$ cat src/rtl/button_debounce.sv
// Five-button debouncer: per-bit 2-flop synchronizer, consecutive-sample debounce
// counter, priority-encoded one-hot press pulse. Auto-repeat is built only when BUTTON_REPEAT_EN is defined.
module button_debounce #(
    parameter int DEBOUNCE_CYCLES = 20,
    parameter int REPEAT_DELAY    = 50,
    parameter int REPEAT_PERIOD   = 10
) (
    input  logic       clk,
    input  logic       rst_n,
    input  logic [4:0] btn_raw_i,
    output logic [4:0] button_o,
    output logic [4:0] held_o
);

    localparam int CW = $clog2(DEBOUNCE_CYCLES) + 1;
    localparam logic [CW-1:0] CNT_LIMIT = CW'(DEBOUNCE_CYCLES);
    localparam logic [CW-1:0] CNT_ZERO  = {CW{1'b0}};
    localparam logic [CW-1:0] CNT_ONE   = {{(CW-1){1'b0}}, 1'b1};

    if (DEBOUNCE_CYCLES < 2 || DEBOUNCE_CYCLES > 65535 || REPEAT_DELAY < 1 || REPEAT_PERIOD < 2) begin : g_param_check
        $error("button_debounce: illegal parameter value");
    end

    logic [4:0]    sync1_r;
    logic [4:0]    sync2_r;
    logic [4:0]    held_r;
    logic [4:0]    held_prev_r;
    logic [4:0]    button_r;
    logic [CW-1:0] cnt_r      [5];
    logic [CW-1:0] cnt_next_s [5];
    logic [4:0]    held_next_s;
    logic [4:0]    rise_s;
    logic [4:0]    press_s;
    logic [4:0]    btn_next_s;

    // Fixed press priority: mid > up > down > left > right; losers are dropped.
    function automatic logic [4:0] priority_pick(input logic [4:0] ev);
        logic [4:0] pick;
        pick = 5'b00000;
        if (ev[4]) begin
            pick = 5'b10000;
        end else if (ev[0]) begin
            pick = 5'b00001;
        end else if (ev[1]) begin
            pick = 5'b00010;
        end else if (ev[2]) begin
            pick = 5'b00100;
        end else if (ev[3]) begin
            pick = 5'b01000;
        end else begin
            pick = 5'b00000;
        end
        return pick;
    endfunction

    // Two-flop synchronizer for the asynchronous raw buttons.
    always_ff @(posedge clk) begin
        if (!rst_n) begin
            sync1_r <= 5'b00000;
            sync2_r <= 5'b00000;
        end else begin
            sync1_r <= btn_raw_i;
            sync2_r <= sync1_r;
        end
    end

    // Per-bit debounce: count consecutive differing samples, flip the level at the limit.
    always_comb begin
        held_next_s = held_r;
        for (int i = 0; i < 5; i++) begin
            cnt_next_s[i] = cnt_r[i];
            if (sync2_r[i] == held_r[i]) begin
                cnt_next_s[i] = CNT_ZERO;
            end else if (cnt_r[i] == CNT_LIMIT) begin
                cnt_next_s[i]  = CNT_ZERO;
                held_next_s[i] = sync2_r[i];
            end else begin
                cnt_next_s[i] = cnt_r[i] + CNT_ONE;
            end
        end
    end

    // Debounce counters and the debounced level with its one-cycle-delayed copy.
    always_ff @(posedge clk) begin
        if (!rst_n) begin
            for (int i = 0; i < 5; i++) begin
                cnt_r[i] <= CNT_ZERO;
            end
            held_r      <= 5'b00000;
            held_prev_r <= 5'b00000;
        end else begin
            for (int i = 0; i < 5; i++) begin
                cnt_r[i] <= cnt_next_s[i];
            end
            held_r      <= held_next_s;
            held_prev_r <= held_r;
        end
    end

    assign rise_s  = held_r & ~held_prev_r;
    assign press_s = priority_pick(rise_s);

`ifdef BUTTON_REPEAT_EN
    typedef enum logic [1:0] {
        RPT_IDLE   = 2'd0,
        RPT_DELAY  = 2'd1,
        RPT_PERIOD = 2'd2
    } rpt_state_t;

    localparam logic [15:0] DELAY_LIM  = 16'(REPEAT_DELAY - 1);
    localparam logic [15:0] PERIOD_LIM = 16'(REPEAT_PERIOD - 1);

    rpt_state_t  rpt_state_r;
    rpt_state_t  rpt_state_s;
    logic [4:0]  rpt_target_r;
    logic [4:0]  rpt_target_s;
    logic [15:0] rpt_cnt_r;
    logic [15:0] rpt_cnt_s;
    logic [15:0] rpt_lim_s;
    logic        rpt_fire_s;

    // Repeat state register.
    always_ff @(posedge clk) begin
        if (!rst_n) begin
            rpt_state_r  <= RPT_IDLE;
            rpt_target_r <= 5'b00000;
            rpt_cnt_r    <= 16'd0;
        end else begin
            rpt_state_r  <= rpt_state_s;
            rpt_target_r <= rpt_target_s;
            rpt_cnt_r    <= rpt_cnt_s;
        end
    end

    // Repeat next-state: a fresh press always wins and retargets (mid cancels repeat).
    always_comb begin
        rpt_state_s  = rpt_state_r;
        rpt_target_s = rpt_target_r;
        rpt_cnt_s    = rpt_cnt_r;
        rpt_fire_s   = 1'b0;
        case (rpt_state_r)
            RPT_DELAY:  rpt_lim_s = DELAY_LIM;
            RPT_PERIOD: rpt_lim_s = PERIOD_LIM;
            default:    rpt_lim_s = 16'd0;
        endcase
        if (|press_s) begin
            rpt_cnt_s = 16'd0;
            if (press_s[4]) begin
                rpt_state_s  = RPT_IDLE;
                rpt_target_s = 5'b00000;
            end else begin
                rpt_state_s  = RPT_DELAY;
                rpt_target_s = press_s;
            end
        end else if (rpt_state_r == RPT_IDLE) begin
            rpt_state_s = RPT_IDLE;
        end else if (~|(held_r & rpt_target_r)) begin
            rpt_state_s  = RPT_IDLE;
            rpt_target_s = 5'b00000;
            rpt_cnt_s    = 16'd0;
        end else if (rpt_cnt_r == rpt_lim_s) begin
            rpt_fire_s  = 1'b1;
            rpt_state_s = RPT_PERIOD;
            rpt_cnt_s   = 16'd0;
        end else begin
            rpt_cnt_s = rpt_cnt_r + 16'd1;
        end
    end

    // Next pulse: new press first, otherwise a due repeat of the target.
    always_comb begin
        if (|press_s) begin
            btn_next_s = press_s;
        end else if (rpt_fire_s) begin
            btn_next_s = rpt_target_r;
        end else begin
            btn_next_s = 5'b00000;
        end
    end
`else
    assign btn_next_s = press_s;
`endif

    // Registered one-hot press pulse.
    always_ff @(posedge clk) begin
        if (!rst_n) begin
            button_r <= 5'b00000;
        end else begin
            button_r <= btn_next_s;
        end
    end

    assign button_o = button_r;
    assign held_o   = held_r;

endmodule

$ cat config.mk
export PLATFORM = sky130hd
export DESIGN_NAME = button_debounce
export DESIGN_NICKNAME = d
export VERILOG_FILES = /design/src/rtl/button_debounce.sv
export SDC_FILE = /design/constraint.sdc
export NUM_CORES = 1
export LEC_CHECK = 0
export BUFFER_PORTS_ARGS = -buffer_cell sky130_fd_sc_hd__buf_2
export CELL_PAD_IN_SITES_DETAIL_PLACEMENT = 2
export CELL_PAD_IN_SITES_GLOBAL_PLACEMENT = 2
export CORE_ASPECT_RATIO = 0.75
export CORE_UTILIZATION = 39
export CTS_BUF_LIST = sky130_fd_sc_hd__clkbuf_4
export CTS_CLUSTER_DIAMETER = 50
export DETAILED_ROUTE_END_ITERATION = 16
export PLACE_DENSITY_LB_ADDON = 0.3
export SLEW_MARGIN = 20
export SYNTH_ARGS = -nofsm -noshare
export SYNTH_HDL_FRONTEND = slang
export SYNTH_SLANG_ARGS = --single-unit
$ cat constraint.sdc
create_clock -name clk -period 1.7 [get_ports clk]
set_input_delay 0.085 -clock clk [delete_from_list [all_inputs] [get_ports clk]]
set_output_delay 0.085 -clock clk [all_outputs]
set_load 0.01 [all_outputs]
# After elaboration in Yosys (flattened, before gate mapping)
# Memory sizes are Yosys's and may differ from the RTL's.
# Index checks and enable logic that the tools add are counted.
[totals]
inputBits = 7
ram_bits = 30
memories = 1
mem_bits_ro = 0
elab_cells = 73
regBits = 25
latchBits = 0
output_inout_bits = 10
[mem_list]
columns = ["memory", "depth", "word_bits", "rd", "rd_ports_with_merged_regs", "write_ports", "line", "text"]
rows = [
  ["cnt_r", 5, 6, 5, 0, 5, "29", "logic [CW-1:0] cnt_r [5];"],
]
[classes]
mul = 0
bitwise_logic = 13
n_eq_ne = 10
n_shift = 0
addsub = 5
mux = 22
magnitude_cmp = 0
div = 0
n_reduce_logical = 9
[ops]
columns = ["cell", "count"]
rows = [
  ["$mux W6", 15],
  ["$add A6 B1 Y6 const B", 5],
  ["$eq A6 B5 Y1 const B", 5],
  ["$mux W4", 4],
  ["$reduce_and A2 Y1", 5],
  ["$not A1 Y1", 6],
  ["$and A5 B5 Y5", 1],
  ["$eq A1 B1 Y1", 5],
  ["$mux W5", 1],
  ["$not A5 Y5", 1],
  ["$or A1 B1 Y1", 5],
  ["$reduce_or A5 Y1", 1],
  ["$reduce_or A4 Y1", 1],
  ["$reduce_or A3 Y1", 1],
  ["$mux W1", 2],
  ["$reduce_or A2 Y1", 1],
]

# Longest topological paths before layout
[logic_depth]
depth_word = 7
mapped_depth = 5
depth_no_buf = 5

# Worst setup path before layout
# Ideal clock, no wire load.
[synth_path]
kind = "register -> register"
start = "memory cnt_r[0][24] in the netlist's numbering"
end = "memory cnt_r[0][26] in the netlist's numbering"
path_stages_with_launch = 6
path_buffers = 0
arrival_time_ns = 1.030
setup_ns = 0.131
period_less_slack_ns = 1.161
setup_slack_ns = 0.539
path_cell_list = "dfxtp_1 > inv_1 > ha_1 > nand4bb_1 > o211ai_1 > nor2_1"
[synth_rtl]
columns = ["item", "line"]
rows = [
  ["from (decl)", "29"],
]

==> results.ini <==
[status]
status=finished, final reports clean

[grt]
grt.total_usage_pct=18.4
grt_pass1_vias=1630
overflow=0
grt_pass1_wl_um=7820
grt_start_max_net_pins=24
antenna_found_initial=0

[timing]
hold_slack_ns=0.132
drv_slew=0
fin_ws_ns=0.222
relSlewSlack_pct=61.4
final_hold_viol_count=0
setup_viol=0
clock_skew_ns=0.0101
max_freq_mhz=677
fin_crit_ns=1.48
grt_setup_unrepaired=false
worst_slew_pin_slew_ns=0.576
tns_ns=0
post-route-period-util_pct=86.9

[logic_synthesis]
synth.top_cell.area_share_pct=52.7
synth_area_mm2=0.00209
yosysUniqueCellTypes=23
synth_cells=218
synth_nets=235
synthTopCellsByArea=dfxtp_1 (53%), ha_1 (6.0%), xor2_1 (5.4%)
ys_seq_area_share_pct=52.7
synth_largest_area_cell=dfxtp_1
yosys_warnings=0
synth.avg_cell_area_um2=9.59
ys_ff_latch=55

[route]
wl_um=4440
avgViaCountPerCell=4.73
ant_nets=0
first_pass_iters=3
drc_errors=0
wl_per_cell_um=14.0
vias=1498
dr.first_iter.drc_count=37

[placed_design]
hpwl_um=3370
port_buffers=16
place_congestion=0.737
dp_slack_ns=0.219

[critical_path]
cp.arrival_ns=1.73
slowest_stage=o211ai_1
critPathMaxStageDelay_ns=0.52
path_cells=inv_1 > ha_1 > nand4bb_1 > o211ai_1 > nor2_1
critPathKind=reg2reg
cp_max_fo=6
cp.required_ns=1.95
cp-end-kind=flop
cp_num_buf_inv=1
path_delay_family=compound AO/OA/AOI/OAI gates
cp-start-kind=flop

[clocking]
cts.sinks=55
htreeDepth=2
cts_tree=done
path_clk_slew_ns=0.15
clk_path_buf_depth=2
cts_resized=0
root_buffer=clkbuf_4
numCtsBuffers=5
insertion_delay_ns=0.38

[die]
ioPinCount=17
die_w_um=86.5
fp.coreArea_mm2=0.00501
start_util_pct=41.7
dieArea_mm2=0.00566
die_h_um=65.4
row_count=22

[final_layout]
fin_nets=261
layout_commonest_cell=dfxtp_1
antenna_cells=0
syn_to_final_growth_pct=13.8
drive_gt1_share_pct=9.39
layout_common_cells=dfxtp_1 (55), nor2_1 (25), inv_1 (22)

[power]
pwr_density_cell_mw_per_mm2=876
p_leak_uw=0.000897
irDropWorstVdd_uv=398

[hold_path]
min-delay-path-class=in2reg

[flow_run]
cap_viol_max_count=0

[flip-flops by register name, summed over array words and instances, names as in the netlist]
name	count
button_o	5
sync1_r	5
held_o	5
cnt_r	30
held_prev_r	5
sync2_r	5
[synth_stat cells, drive strengths merged]
cell type  number
a21oi          10
and2           15
buf             1
clkbuf          1
dfxtp          55
ha             10
inv            22
nand2           6
nand2b          3
nand3          13
nand4           1
nand4b          2
nand4bb         3
nor2           25
nor2b           4
nor3b           1
nor4b           1
o211ai          5
o21ai          10
or3             8
or3b            2
xnor2           7
xor2           13
[per-layer routing]
metal  wire (µm)  part of all wire [%]  global-route usage [%]
met3         117                   2.6                    4.27
met2        2120                    48                    30.7
met5           0                     0                       0
met4          63                   1.4                    6.88
met1        2140                    48                    23.3
[layout make-up]
| cell class | count | area (µm²) |
|---|---|---|
| sequential | 55 | 1100 |
| fill | 545 | 2630 |
| clock inverter | 3 | 38.8 |
| timing repair buffer | 21 | 130 |
| clock buffer | 5 | 37.5 |
| tap | 72 | 90.1 |
| multi-input combinational | 139 | 898 |
| inverter | 22 | 82.6 |
[power by group]
group | internal (µW) | leakage (µW) | total [µW] | switching (µW)
combinational | 25.7 | 0.000409 | 54.7 | 29.1
sequential | 1300 | 0.000445 | 1310 | 9.12
clock | 303 | 0.0000426 | 715 | 411
total | 1630 | 0.000897 | 2080 | 450
[kinds of logic (layout without fill, tap and decap cells)]
logic type      Yosys count  after routing  share of synthesized area (%)
simple gates             84             84                           22.0
flops                    55             55                           52.7
compound gates           25             25                           6.58
buf+inv                  24             51                           4.37
xor+xnor                 20             20                           8.38
fa+ha+maj                10             10                           5.98
[stage by stage]
step	cell area [µm²]	power (µW)	util, %	std cells
floorplan	2090	1370	-	218
finish	2380	2080	47.5	317
detailed placement	2250	1390	45.0	304
CTS	2380	2120	47.5	317
global route	2380	2180	47.5	317
global placement	2250	1380	45.0	304
[repair_timing]
item,CTS,global route
hold buffers,5,0
buffers inserted,0,0
hold endpoints to repair,5,0
endpoints found under the setup margin,0,0
[worst paths after layout]
kind / start / cells past startpoint / slack (ns) / endpoint
setup reg to reg: cnt_r[0][18] / 5 / 0.22 / cnt_r[0][19]
hold / removal: rst_n / 2 / 0.13 / sync2_r[1]
setup / recovery: cnt_r[0][18] / 5 / 0.22 / cnt_r[0][19]
hold reg to reg: held_prev_r[3] / 1 / 0.44 / button_o[3]
Power figures use the tool's default switching activity.
